[src/rtl/divider_pkg.sv]
// Shared arithmetic-unit package: FSM state encoding and counter sizing.
// Used by the sequential divider and the multiplier.
package divider_pkg;

  typedef logic [1:0] state_t;

  localparam state_t IDLE = 2'd0;
  localparam state_t RUN  = 2'd1;
  localparam state_t FIX  = 2'd2;

  function automatic int cnt_w(input int w);
    return $clog2(w + 1);
  endfunction

endpackage

[src/rtl/seq_divider_if.sv]
// Start/busy/done bundle between the control FSM and the divider.
// The FSM is the master; the divider is the slave.
interface seq_divider_if #(
  parameter int WIDTH = 32
);

  logic             start;
  logic             signed_op;
  logic [WIDTH-1:0] dividend;
  logic [WIDTH-1:0] divisor;
  logic             busy;
  logic             done;
  logic             div0;
  logic [WIDTH-1:0] quotient;
  logic [WIDTH-1:0] remainder;

  modport master (
    output start, signed_op, dividend, divisor,
    input  busy, done, div0, quotient, remainder
  );

  modport slave (
    input  start, signed_op, dividend, divisor,
    output busy, done, div0, quotient, remainder
  );

endinterface

[src/rtl/div_restore_step.sv]
// One restoring-division iteration: shift in a dividend bit, trial subtract.
// Combinational; instantiated once by the sequential divider.
module div_restore_step #(
  parameter int WIDTH = 32
) (
  input  logic [WIDTH-1:0] r,
  input  logic             a_msb,
  input  logic [WIDTH-1:0] b,
  output logic [WIDTH-1:0] r_next,
  output logic             q_bit
);

  logic [WIDTH:0] r_sh;
  logic [WIDTH:0] diff;

  // r < b holds on entry, so the borrow bit alone decides r_sh >= b.
  always_comb begin
    r_sh   = {r, a_msb};
    diff   = r_sh - {1'b0, b};
    q_bit  = ~diff[WIDTH];
    r_next = q_bit ? diff[WIDTH-1:0] : r_sh[WIDTH-1:0];
  end

endmodule

[src/rtl/seq_divider.sv]
// Multi-cycle restoring divider for DIV/DIVU; quotient to LO, remainder to HI.
// Fixed latency of WIDTH+2 cycles from accepted start to done.
module seq_divider
  import divider_pkg::*;
#(
  parameter int WIDTH = 32
) (
  input  logic          clk,
  input  logic          rst,
  seq_divider_if.slave  bus
);

  localparam int CNT_W = cnt_w(WIDTH);

  state_t           state;
  logic [CNT_W-1:0] cnt;
  logic [WIDTH-1:0] a;
  logic [WIDTH-1:0] b;
  logic [WIDTH-1:0] r;
  logic [WIDTH-1:0] q;
  logic             q_neg;
  logic             r_neg;
  logic [WIDTH-1:0] r_next;
  logic             q_bit;

  function automatic logic [WIDTH-1:0] mag(
    input logic [WIDTH-1:0] x,
    input logic             s
  );
    return (s & x[WIDTH-1]) ? -x : x;
  endfunction

  div_restore_step #(.WIDTH(WIDTH)) u_step (
    .r      (r),
    .a_msb  (a[WIDTH-1]),
    .b      (b),
    .r_next (r_next),
    .q_bit  (q_bit)
  );

  assign bus.busy = (state != IDLE);

  always_ff @(posedge clk or posedge rst) begin
    if (rst) begin
      state         <= IDLE;
      cnt           <= '0;
      a             <= '0;
      b             <= '0;
      r             <= '0;
      q             <= '0;
      q_neg         <= 1'b0;
      r_neg         <= 1'b0;
      bus.done      <= 1'b0;
      bus.div0      <= 1'b0;
      bus.quotient  <= '0;
      bus.remainder <= '0;
    end else begin
      bus.done <= 1'b0;
      unique case (state)
        IDLE: begin
          if (bus.start) begin
            if (bus.divisor == '0) begin
              bus.done <= 1'b1;
              bus.div0 <= 1'b1;
            end else begin
              a     <= mag(bus.dividend, bus.signed_op);
              b     <= mag(bus.divisor, bus.signed_op);
              q_neg <= bus.signed_op &
                       (bus.dividend[WIDTH-1] ^ bus.divisor[WIDTH-1]);
              r_neg <= bus.signed_op & bus.dividend[WIDTH-1];
              r     <= '0;
              q     <= '0;
              cnt   <= '0;
              state <= RUN;
            end
          end
        end
        RUN: begin
          a   <= a << 1;
          r   <= r_next;
          q   <= {q[WIDTH-2:0], q_bit};
          cnt <= cnt + 1'b1;
          if (cnt == CNT_W'(WIDTH - 1))
            state <= FIX;
        end
        FIX: begin
          // MIN / -1 wraps back to MIN here, as MIPS expects.
          bus.quotient  <= q_neg ? -q : q;
          bus.remainder <= r_neg ? -r : r;
          bus.div0      <= 1'b0;
          bus.done      <= 1'b1;
          state         <= IDLE;
        end
        default: state <= IDLE;
      endcase
    end
  end

endmodule

[src/flat_wrapper.sv]
// flat-port wrapper written by rule: the top's interface ports become plain ports
module seq_divider_flat import divider_pkg::*;
#(
  parameter int WIDTH = 32
)
  (clk, rst, bus_start, bus_signed_op, bus_dividend, bus_divisor, bus_busy, bus_done, bus_div0, bus_quotient, bus_remainder);
  seq_divider_if #(.WIDTH(WIDTH)) bus_i ();
  input  logic clk;
  input  logic rst;
  input wire logic [$bits(bus_i.start)-1:0] bus_start;
  input wire logic [$bits(bus_i.signed_op)-1:0] bus_signed_op;
  input wire logic [$bits(bus_i.dividend)-1:0] bus_dividend;
  input wire logic [$bits(bus_i.divisor)-1:0] bus_divisor;
  output wire logic [$bits(bus_i.busy)-1:0] bus_busy;
  output wire logic [$bits(bus_i.done)-1:0] bus_done;
  output wire logic [$bits(bus_i.div0)-1:0] bus_div0;
  output wire logic [$bits(bus_i.quotient)-1:0] bus_quotient;
  output wire logic [$bits(bus_i.remainder)-1:0] bus_remainder;
  assign bus_i.start = bus_start;
  assign bus_i.signed_op = bus_signed_op;
  assign bus_i.dividend = bus_dividend;
  assign bus_i.divisor = bus_divisor;
  assign bus_busy = bus_i.busy;
  assign bus_done = bus_i.done;
  assign bus_div0 = bus_i.div0;
  assign bus_quotient = bus_i.quotient;
  assign bus_remainder = bus_i.remainder;
  seq_divider #(.WIDTH(WIDTH)) u_core (.clk(clk), .rst(rst), .bus(bus_i));
endmodule
[config.mk]
export PLATFORM = sky130hd
export DESIGN_NAME = seq_divider_flat
export DESIGN_NICKNAME = d
export VERILOG_FILES = /design/src/rtl/divider_pkg.sv /design/src/rtl/seq_divider_if.sv /design/src/rtl/div_restore_step.sv /design/src/rtl/seq_divider.sv /design/src/flat_wrapper.sv
export SDC_FILE = /design/constraint.sdc
export NUM_CORES = 1
export LEC_CHECK = 0
export BUFFER_PORTS_ARGS = -buffer_cell sky130_fd_sc_hd__buf_2
export CAP_MARGIN = 20
export CORE_ASPECT_RATIO = 0.8
export CORE_MARGIN = 4
export CORE_UTILIZATION = 34
export CTS_CLUSTER_DIAMETER = 100
export DETAILED_ROUTE_END_ITERATION = 7
export SETUP_SLACK_MARGIN = 0.5
export SYNTH_ARGS = -nofsm -noshare
export SYNTH_HDL_FRONTEND = slang
export SYNTH_SLANG_ARGS = --single-unit
[constraint.sdc]
create_clock -name clk -period 6.3 [get_ports clk]
set_input_delay 0.945 -clock clk [delete_from_list [all_inputs] [get_ports clk]]
set_output_delay 0.945 -clock clk [all_outputs]
set_load 0.03 [all_outputs]
==> results of run 1 <==
-- metrics by stage --
stage               setup WS, ns  hold slack, ns  power [µW]  util (%)  instances
finish                     2.527          0.4698        8201     39.97       2055
global route               2.259          0.4905        8864     39.97       2055
CTS                        2.574          0.4777        8179     39.82       2053
detailed placement         2.032          0.4648        6765     37.64       2009
global placement           2.138          0.4562        6665     37.64       2009
floorplan                  2.711          0.4498        5619         -       1470
-- state kept, by name (all words and copies together) (netlist names), 2 cells and up --
name	flops
u_core.bus.quotient	32
u_core.b	32
u_core.cnt	6
u_core.r	32
u_core.bus.remainder	32
u_core.state	2
u_core.q	32
u_core.a	32
-- report_power, final --
| group | total (µW) | switching, µW | internal (µW) |
|---|---|---|---|
| Sequential | 2300 | 515 | 1780 |
| Combinational | 4530 | 2730 | 1800 |
| Clock | 1370 | 555 | 820 |
| Total | 8200 | 3800 | 4400 |
-- layer usage --
layer | global-route usage (%) | vias up | part of all wire [%]
met3 | 3.290 | 35 | 7.1
met2 | 22.31 | 335 | 39
met4 | 2.958 | 0 | 1.4
met5 | 0 | - | 0
li1 | - | 5402 | -
met1 | 27.97 | 5084 | 53
-- cells in the final DEF, fill, tap and decap left out, types with 5 or more instances in the layout --
cell and n:
nor4_1 20, or3_1 13, and2_1 9, o311ai_0 12, a21o_1 6, o21ai_0 193, nand3_1 38, o41ai_1 9
inv_1 59, nand2b_1 14, nand2_1 250, clkbuf_8 8, xnor2_1 59, nor2b_1 6, buf_4 15, ha_1 37
a221o_1 15, a22oi_1 16, nand4_1 10, o31ai_1 33, o221ai_1 6, a21oi_1 60, clkbuf_16 25, nor2_1 61
buf_2 134, and3_1 7, xor2_1 90, a21boi_0 5, or4_1 15, clkbuf_1 5, o211ai_1 22, o21ai_1 5
a31oi_1 19, nor3_1 18, dfrtp_1 204
-- layout make-up --
type                       instances  area, µm²
clock inverter                     6      36.28
fill                            3665      21790
tap                              480      600.6
sequential                       204       5105
multi-input combinational       1116       6947
timing repair buffer             151      838.3
clock buffer                      38      754.5
inverter                          60      229.0
-- logic make-up after synthesis --
group | count (synthesis) | share of synthesized area, %
simple gates | 493 | 18.67
compound gates | 433 | 21.72
flops | 204 | 40.40
buf+inv | 150 | 4.822
xor+xnor | 149 | 10.33
fa+ha+maj | 38 | 3.822
mux | 3 | 0.2376
-- critical path: stages --
cell and delay, ns:
buf_2 0.12, or4_1 0.58, nor4_1 0.45, nand4_1 0.26, nor3_2 0.25, nor3_2 0.07, buf_4 0.36, nor2_4 0.44
buf_4 0.43, a22oi_1 0.11, o21ai_0 0.13
-- worst min-delay path by stage --
stage / startpoint / end / slack (ns)
finish: u_core.bus.remainder[6] / u_core.bus.remainder[6] / 0.47
global route: u_core.bus.remainder[26] / u_core.bus.remainder[26] / 0.49
CTS: u_core.bus.remainder[17] / u_core.bus.remainder[17] / 0.48
detailed placement: u_core.bus.remainder[10] / u_core.bus.remainder[10] / 0.46
global placement: u_core.bus.remainder[13] / u_core.bus.remainder[13] / 0.46
floorplan: u_core.b[25] / u_core.b[25] / 0.45
==> impl_metrics.py, run 1 <==
metrics = {
    "synthesis": {
        "synth_top_area_cell": "dfrtp_1",
        "syn_avg_cell_area_um2": 8.597,
        "synth_common_cells": "nand2_1 (250), dfrtp_1 (204), o21ai_0 (193), xor2_1 (90), clkbuf_1 (63)",
        "yosysSeqAreaShare_pct": 40.40,
        "synth_async_sr_flop_share_pct": 100.0,
        "yosys-top-cells-area": "dfrtp_1 (40%), o21ai_0 (7.6%), nand2_1 (7.4%), xor2_1 (6.2%), xnor2_1 (4.1%)",
        "synth_cells": 1470,
        "yosysUniqueCellTypes": 73,
        "syn_nets": 1576,
        "synth_flop_cell": "dfrtp_1",
        "synth_top_area_share_pct": 40.40,
        "synth.most_common_cell": "nand2_1",
        "synth_edf_count": 0,
        "synth-seq-cells": 204,
        "ys.warnings.count": 0,
        "syn_area_mm2": 0.01264,
    },
    "detailed_routing": {
        "drcViolationCount": 0,
        "dr.pass1.iters": 5,
        "ant_nets": 0,
        "drt_iter0_drc": 927,
        "wire_per_inst_um": 17.15,
        "viasPerCell": 5.283,
        "wirelength_mm": 35.25,
        "vias": 10860,
    },
    "grt": {
        "grt_pass1_vias": 10100,
        "grt_pass1_wl_mm": 56.52,
        "grt.overflow.total": 0,
        "grt_usage_pct": 16.83,
        "antenna_found_initial": 1,
        "grt_max_degree": 131,
    },
    "power": {
        "p_per_area_mw_per_mm2": 565.2,
        "p_leak_uw": 0.006358,
        "peakVddDrop_mv": 0.2413,
    },
    "setup_path": {
        "crit_required_ns": 6.73,
        "critPathLaunchType": "input pin",
        "worstRegToRegCells": 9,
        "r2r_end": "u_core.r[25]",
        "startpoint": "bus_divisor[17]",
        "arrival_ns": 4.20,
        "end_kind": "flop",
        "cp_max_fo": 85,
        "ff2ff_setup_slack_ns": 2.57,
        "critPathKind": "input pin to flop",
        "reg2reg_from": "u_core.r[18]",
        "critical_path.endpoint": "u_core.a[16]",
    },
    "sta": {
        "rsz0062_at_grt": "false",
        "finalHoldViolCount": 0,
        "period_needed_ns": 3.773,
        "relSlewSlack_pct": 26.26,
        "setup_viol": 0,
        "tightest_slew_ns": 1.106,
        "worst_clock_skew_ns": 0.01453,
        "period_share_pct": 59.88,
        "drv_slew": 0,
        "fin_tns_setup_ns": 0,
        "max_freq_ghz": 0.2651,
    },
    "placement": {
        "io_buffers": 134,
        "dp_hpwl_mm": 26.07,
        "dpl-instance-area_mm2": 0.01366,
        "gp_congestion": 0.9275,
    },
    "clock_network": {
        "cts.clk_slew.worst_paths_ns": 0.05,
        "post_cts.repair.setup_buffers": 0,
        "cts_tree": "yes",
        "clk_latency_ns": 0.53,
        "numCtsBuffers": 25,
        "h-tree-depth": 1,
        "root_buffer": "clkbuf_16",
        "post_cts_resized": 0,
        "clk_path_buf_depth": 3,
        "cts.hold.buffers_added": 0,
        "cts_sinks": 204,
    },
    "floorplan": {
        "start_util_pct": 34.81,
        "core_mm2": 0.03630,
        "rows": 62,
        "die_w_um": 223.5,
        "die_area_mm2": 0.04034,
        "die_h_um": 180.4,
        "io_pins": 135,
    },
    "final_layout": {
        "antenna_cells": 0,
        "postLayoutCellArea_mm2": 0.01451,
        "fin_nets": 1664,
        "layout-drive-gt1-share_pct": 14.03,
        "syn2layout_area_growth_pct": 14.82,
    },
    "flow_run": {
        "max-cap-violations": 0,
    },
    "min_path": {
        "holdCritPathClass": "flop to flop",
        "hold_depth": 2,
    },
    "run_status": {
        "status": "finished, final reports clean",
    },
}
Note: power is estimated with default switching activity, not from simulation.
==> run 2, diff against run 1 <==
==> constraint.sdc (replaced) <==
create_clock -name clk -period 3.2 [get_ports clk]
set_input_delay 0.48 -clock clk [delete_from_list [all_inputs] [get_ports clk]]
set_output_delay 0.48 -clock clk [all_outputs]
set_load 0.03 [all_outputs]
==> run 2 against run 1 <==
Against the previous run:
- worst setup slack got worse by 2.3 ns
- non-clock buffer count rose by 103
- hold slack got worse by 0.23 ns
- flip-flop and latch count did not move
- global-route usage rose by 1.2 points
- critical path depth did not move
- highest routed layer unchanged
==> impl_metrics.py, run 2 (synthesis gave the netlist of run 1 again) <==
metrics = {
    "run_status": {
        "status": "finished, final reports clean",
    },
    "sta": {
        "max_freq_ghz": 0.3378,
        "fin_tns_setup_ns": 0,
        "worst_clock_skew_ns": 0.01181,
        "period_share_pct": 92.51,
        "drv_slew": 0,
        "rsz0062_at_grt": "true",
        "tightest_slew_ns": 1.200,
        "period_needed_ns": 2.960,
        "setup_viol": 0,
        "relSlewSlack_pct": 20.02,
        "finalHoldViolCount": 0,
    },
    "grt": {
        "grt_max_degree": 112,
        "antenna_found_initial": 0,
        "grt_usage_pct": 18.00,
        "grt_pass1_wl_mm": 60.00,
        "grt_pass1_vias": 10780,
        "grt.overflow.total": 0,
    },
    "final_layout": {
        "syn2layout_area_growth_pct": 27.84,
        "layout_commonest_cell": "nand2_1",
        "layout-drive-gt1-share_pct": 23.57,
        "antenna_cells": 0,
        "mostFrequentLayoutCells": "nand2_1 (248), dfrtp_1 (197), o21ai_0 (189)",
        "final_cells": 2160,
        "fin_nets": 1768,
        "postLayoutCellArea_mm2": 0.01616,
        "finish.utilization_pct": 44.50,
    },
    "setup_path": {
        "critPathKind": "flop to flop",
        "end_kind": "flop",
        "slowest_stage": "dfrtp_2",
        "critPathLaunchType": "flop",
        "cp_max_fo": 18,
        "arrival_ns": 3.36,
        "critPathBufInv": 2,
        "cp_cell_sequence": "ha_4 -> a21oi_2 -> nand3b_1 -> a2111o_1 -> nand3_2 -> nand4_4 -> and3_1 -> buf_8 -> o31ai_4 -> clkbuf_16 -> o221ai_1",
        "slowest_delay_ns": 0.46,
        "crit_family": "compound AO/OA/AOI/OAI gates",
        "crit_required_ns": 3.60,
    },
    "detailed_routing": {
        "drcViolationCount": 0,
        "met3WireLength_mm": 2.650,
        "ant_nets": 0,
        "wl_met1_mm": 19.99,
        "viasPerCell": 5.294,
        "wire_per_inst_um": 17.84,
        "drt_iter0_drc": 888,
        "dr_wl_met2_mm": 15.23,
        "dr.max_layer_used": "met4",
        "wirelength_mm": 38.54,
        "vias": 11430,
        "dr.pass1.iters": 5,
    },
    "floorplan": {
        "die_area_mm2": 0.04034,
        "rows": 62,
        "io_pins": 135,
        "core_mm2": 0.03630,
        "start_util_pct": 34.81,
        "die_w_um": 223.5,
        "die_h_um": 180.4,
    },
    "power": {
        "peakVddDrop_mv": 0.6089,
        "p_per_area_mw_per_mm2": 1241,
        "finalPower_uw": 20040,
        "p_leak_uw": 0.007041,
    },
    "placement": {
        "io_buffers": 134,
        "dp_hpwl_mm": 27.64,
        "dpl-instance-area_mm2": 0.01434,
        "gp_congestion": 0.8983,
        "dp.cells": 2078,
    },
    "clock_network": {
        "h-tree-depth": 1,
        "root_buffer": "clkbuf_16",
        "cts_sinks": 204,
        "clk_path_buf_depth": 3,
        "cts.clk_slew.worst_paths_ns": 0.06,
        "numCtsBuffers": 25,
        "clk_latency_ns": 0.53,
        "cts_tree": "yes",
    },
    "flow_run": {
        "max-cap-violations": 0,
    },
    "min_path": {
        "holdCritPathClass": "input pin to flop",
    },
}
[run 2: changes by cell type in the layout (fill, tap and decap cells not counted), sizes merged]
cell and delta:
dlygate4sd3 +1, bufinv +3, clkinv -3, buf +100, clkinvlp -1, clkbuf +4
o21ai +1
[run 2: tightest hold or removal path, delay by kind of cell]
family                 cells  cell delay (ns)
buffers and inverters      1             0.11
AO/OA/AOI/OAI              1             0.07
AND/OR/NAND/NOR            1             0.06
[run 2: where the power goes]
part / switching [µW] / internal (µW)
Combinational: 6980 / 5700
Sequential: 889 / 3520
Clock: 1090 / 1860
Total: 8960 / 11100
[run 2: repair_timing]
item | CTS | global route
pin swaps | 31 | 36
buffers inserted | 17 | 14
hold buffers | 1 | 0
resized for setup | 56 | 63
cloned | 2 | 3
endpoints found under the setup margin | 42 | 46
hold endpoints to repair | 9 | 0
[run 2: cell type report]
cell class / count / area, µm²
fillers: 3566 / 20150
multi-input cells: 1117 / 7522
flip-flops and latches: 204 / 5114
repair buffers: 254 / 1824
clock buffers: 40 / 762.0
well taps: 480 / 600.6
inverters: 60 / 229.0
clock inverters: 5 / 103.9
[run 2: through the flow]
step / hold WS (ns) / setup WS, ns
final: 0.2447 / 0.2396
after floorplan: 0.4498 / 0.07572
after global routing: 0.2504 / 0.09604
after global placement: 0.4589 / 0.05972
after CTS: 0.2243 / 0.3335
after detailed placement: 0.4648 / -0.004173
[run 2: path summary, 6_finish.rpt]
check	from	end	slack [ns]	cells past startpoint
worst max-delay path	u_core.r[8]	u_core.r[29]	0.24	11
worst min-delay path	bus_divisor[1]	u_core.b[1]	0.24	3
worst max register to register	u_core.r[8]	u_core.r[29]	0.24	11
worst min register to register	u_core.bus.remainder[31]	u_core.bus.remainder[31]	0.47	2
max in group asynchronous	rst	u_core.q[4]	1.92	4
min in group asynchronous	rst	u_core.a[9]	0.48	3
[run 2: per-layer routing]
metal	vias up	GRT usage, %
met2	341	24.64
met5	-	0
met4	0	3.328
met3	48	3.355
li1	5602	-
met1	5443	29.29
==> run 3, diff against run 2 <==
==> constraint.sdc (replaced) <==
create_clock -name clk -period 3.85 [get_ports clk]
set_input_delay 0.5775 -clock clk [delete_from_list [all_inputs] [get_ports clk]]
set_output_delay 0.5775 -clock clk [all_outputs]
set_load 0.03 [all_outputs]
==> run 3 against run 2 <==
Against the previous run:
- cell count is 3.6% lower
- clock skew is 0.0048 ns higher
- global-route usage is 1.0 points lower
- first-iteration DRC count is 8.8% lower
- core utilization is 3.5 points lower
- via count is 4.2% lower
- critical path type unchanged
==> impl_metrics.py, run 3 (synthesis gave the netlist of run 1 again) <==
metrics = {
    "final_layout": {
        "antenna_cells": 0,
        "syn2layout_area_growth_pct": 17.64,
        "layout_commonest_cell": "nand2_1",
        "mostFrequentLayoutCells": "nand2_1 (250), dfrtp_1 (204), o21ai_0 (193)",
        "layout-drive-gt1-share_pct": 15.91,
        "fin_nets": 1691,
    },
    "setup_path": {
        "cp_max_fo": 21,
        "crit_required_ns": 4.21,
        "critPathKind": "flop to flop",
        "critPathLaunchType": "flop",
        "end_kind": "flop",
        "arrival_ns": 3.53,
    },
    "sta": {
        "period_needed_ns": 3.170,
        "drv_slew": 0,
        "worst_clock_skew_ns": 0.01664,
        "fin_tns_setup_ns": 0,
        "max_freq_ghz": 0.3155,
        "rsz0062_at_grt": "false",
        "period_share_pct": 82.33,
        "setup_viol": 0,
        "finalHoldViolCount": 0,
        "relSlewSlack_pct": 34.16,
        "tightest_slew_ns": 0.9876,
    },
    "power": {
        "p_per_area_mw_per_mm2": 950.8,
        "pwr-share-comb_pct": 56.0,
        "switchingPower_uw": 6381,
        "p_int_uw": 7755,
        "p_leak_uw": 0.006562,
        "p_clk_share_pct": 17.9,
        "seq_power_share_pct": 26.0,
        "finalPower_uw": 14140,
        "switching_share_pct": 45.14,
        "peakVddDrop_mv": 0.4588,
    },
    "detailed_routing": {
        "dr.max_layer_used": "met5",
        "ant_nets": 0,
        "dr.pass1.iters": 5,
        "wl_met1_mm": 18.96,
        "wire_per_inst_um": 17.03,
        "wirelength_mm": 35.47,
        "drcViolationCount": 0,
        "viasPerCell": 5.261,
        "dr_wl_met2_mm": 13.72,
        "drt_iter0_drc": 810,
        "vias": 10960,
        "met3WireLength_mm": 2.319,
    },
    "placement": {
        "gp_congestion": 0.8905,
        "dp_hpwl_mm": 26.51,
        "io_buffers": 134,
    },
    "clock_network": {
        "clk_path_buf_depth": 3,
        "h-tree-depth": 1,
        "clk_latency_ns": 0.53,
        "cts_tree": "yes",
        "cts.clk_slew.worst_paths_ns": 0.06,
        "numCtsBuffers": 24,
        "root_buffer": "clkbuf_16",
        "cts_sinks": 204,
    },
    "floorplan": {
        "start_util_pct": 34.81,
        "rows": 62,
        "die_w_um": 223.5,
        "io_pins": 135,
        "core_mm2": 0.03630,
        "die_h_um": 180.4,
        "die_area_mm2": 0.04034,
    },
    "grt": {
        "grt_pass1_vias": 10190,
        "grt_max_degree": 88,
        "grt_pass1_wl_mm": 57.08,
        "grt_usage_pct": 16.96,
        "grt.overflow.total": 0,
        "antenna_found_initial": 1,
    },
    "run_status": {
        "status": "finished, final reports clean",
    },
    "flow_run": {
        "max-cap-violations": 0,
    },
    "min_path": {
        "holdCritPathClass": "input pin to asynchronous set/reset pin",
    },
}
-- run 3: cell count changes in the layout (fill, tap and decap cells not counted), moves of 7 or more --
cell,change
a21oi_1,+9
dfrtp_1,+7
o311ai_4,-7
a21oi_2,-7
dfrtp_2,-7
ha_4,-10
o311ai_0,+10
ha_1,+13
buf_4,-54
buf_6,-10
-- run 3: stage by stage --
| stage | utilization [%] | area, µm² | std cells | worst slack, ns | hold slack, ns |
|---|---|---|---|---|---|
| final | 40.95 | 14870 | 2083 | 0.6802 | 0.2238 |
| after global routing | 40.95 | 14870 | 2083 | 0.5660 | 0.2837 |
| after CTS | 40.83 | 14820 | 2080 | 0.5767 | 0.2380 |
| after detailed placement | 38.37 | 13930 | 2036 | 0.4994 | 0.4655 |
| after global placement | 38.37 | 13930 | 2036 | 0.5802 | 0.4569 |
| after floorplan | - | 12640 | 1470 | 0.6282 | 0.4498 |
-- run 3: repair_timing --
action,in CTS,in global routing
endpoints found under the setup margin,0,18
hold buffers,0,0
gates resized for setup,0,3
buffers inserted,0,3
-- run 3: path summary, 6_finish.rpt --
kind                                               start                  endpoint  slack (ns)  cells after the start
min in group clk                          bus_divisor[1]               u_core.b[1]        0.35                      3
worst max register to register              u_core.r[14]              u_core.r[18]        0.68                     10
worst max-delay path                        u_core.r[14]              u_core.r[18]        0.68                     10
worst min-delay path                                 rst              u_core.a[26]        0.22                      2
max in group asynchronous                            rst              u_core.r[28]        2.71                      3
worst min register to register  u_core.bus.remainder[15]  u_core.bus.remainder[15]        0.47                      2
-- run 3: area by class of cell --
type,instances,area (µm²)
fillers,3665,21440
multi-input cells,1116,6957
flip-flops and latches,204,5105
repair buffers,179,1084
clock buffers,31,686.9
well taps,480,600.6
inverters,60,229.0
clock inverters,13,205.2
-- run 3: metal layers --
metal / global-route usage (%) / vias to the layer above
met5: 0 / -
met4: 2.909 / 2
met3: 3.632 / 32
met2: 22.60 / 289
met1: 27.93 / 5183
li1: - / 5453
-- run 3: power by group through the flow --
stage / Combinational (µW) / Sequential, µW / Clock (µW)
floorplan: 5640 / 3560 / 0
global placement: 7590 / 3680 / 0
CTS: 7720 / 3670 / 2600
global route: 8760 / 3790 / 2680
finish: 7920 / 3680 / 2530
detailed placement: 7690 / 3700 / 0
-- run 3: critical path, cell delays in order (launching register included) --
cell and delay, ns:
dfrtp_1 0.50, ha_1 0.50, nand2_1 0.13, nor4_1 0.29, o21ai_0 0.22, nand3_2 0.18
nand4_4 0.14, and3_1 0.30, buf_12 0.19, o311ai_0 0.37, o211ai_1 0.19
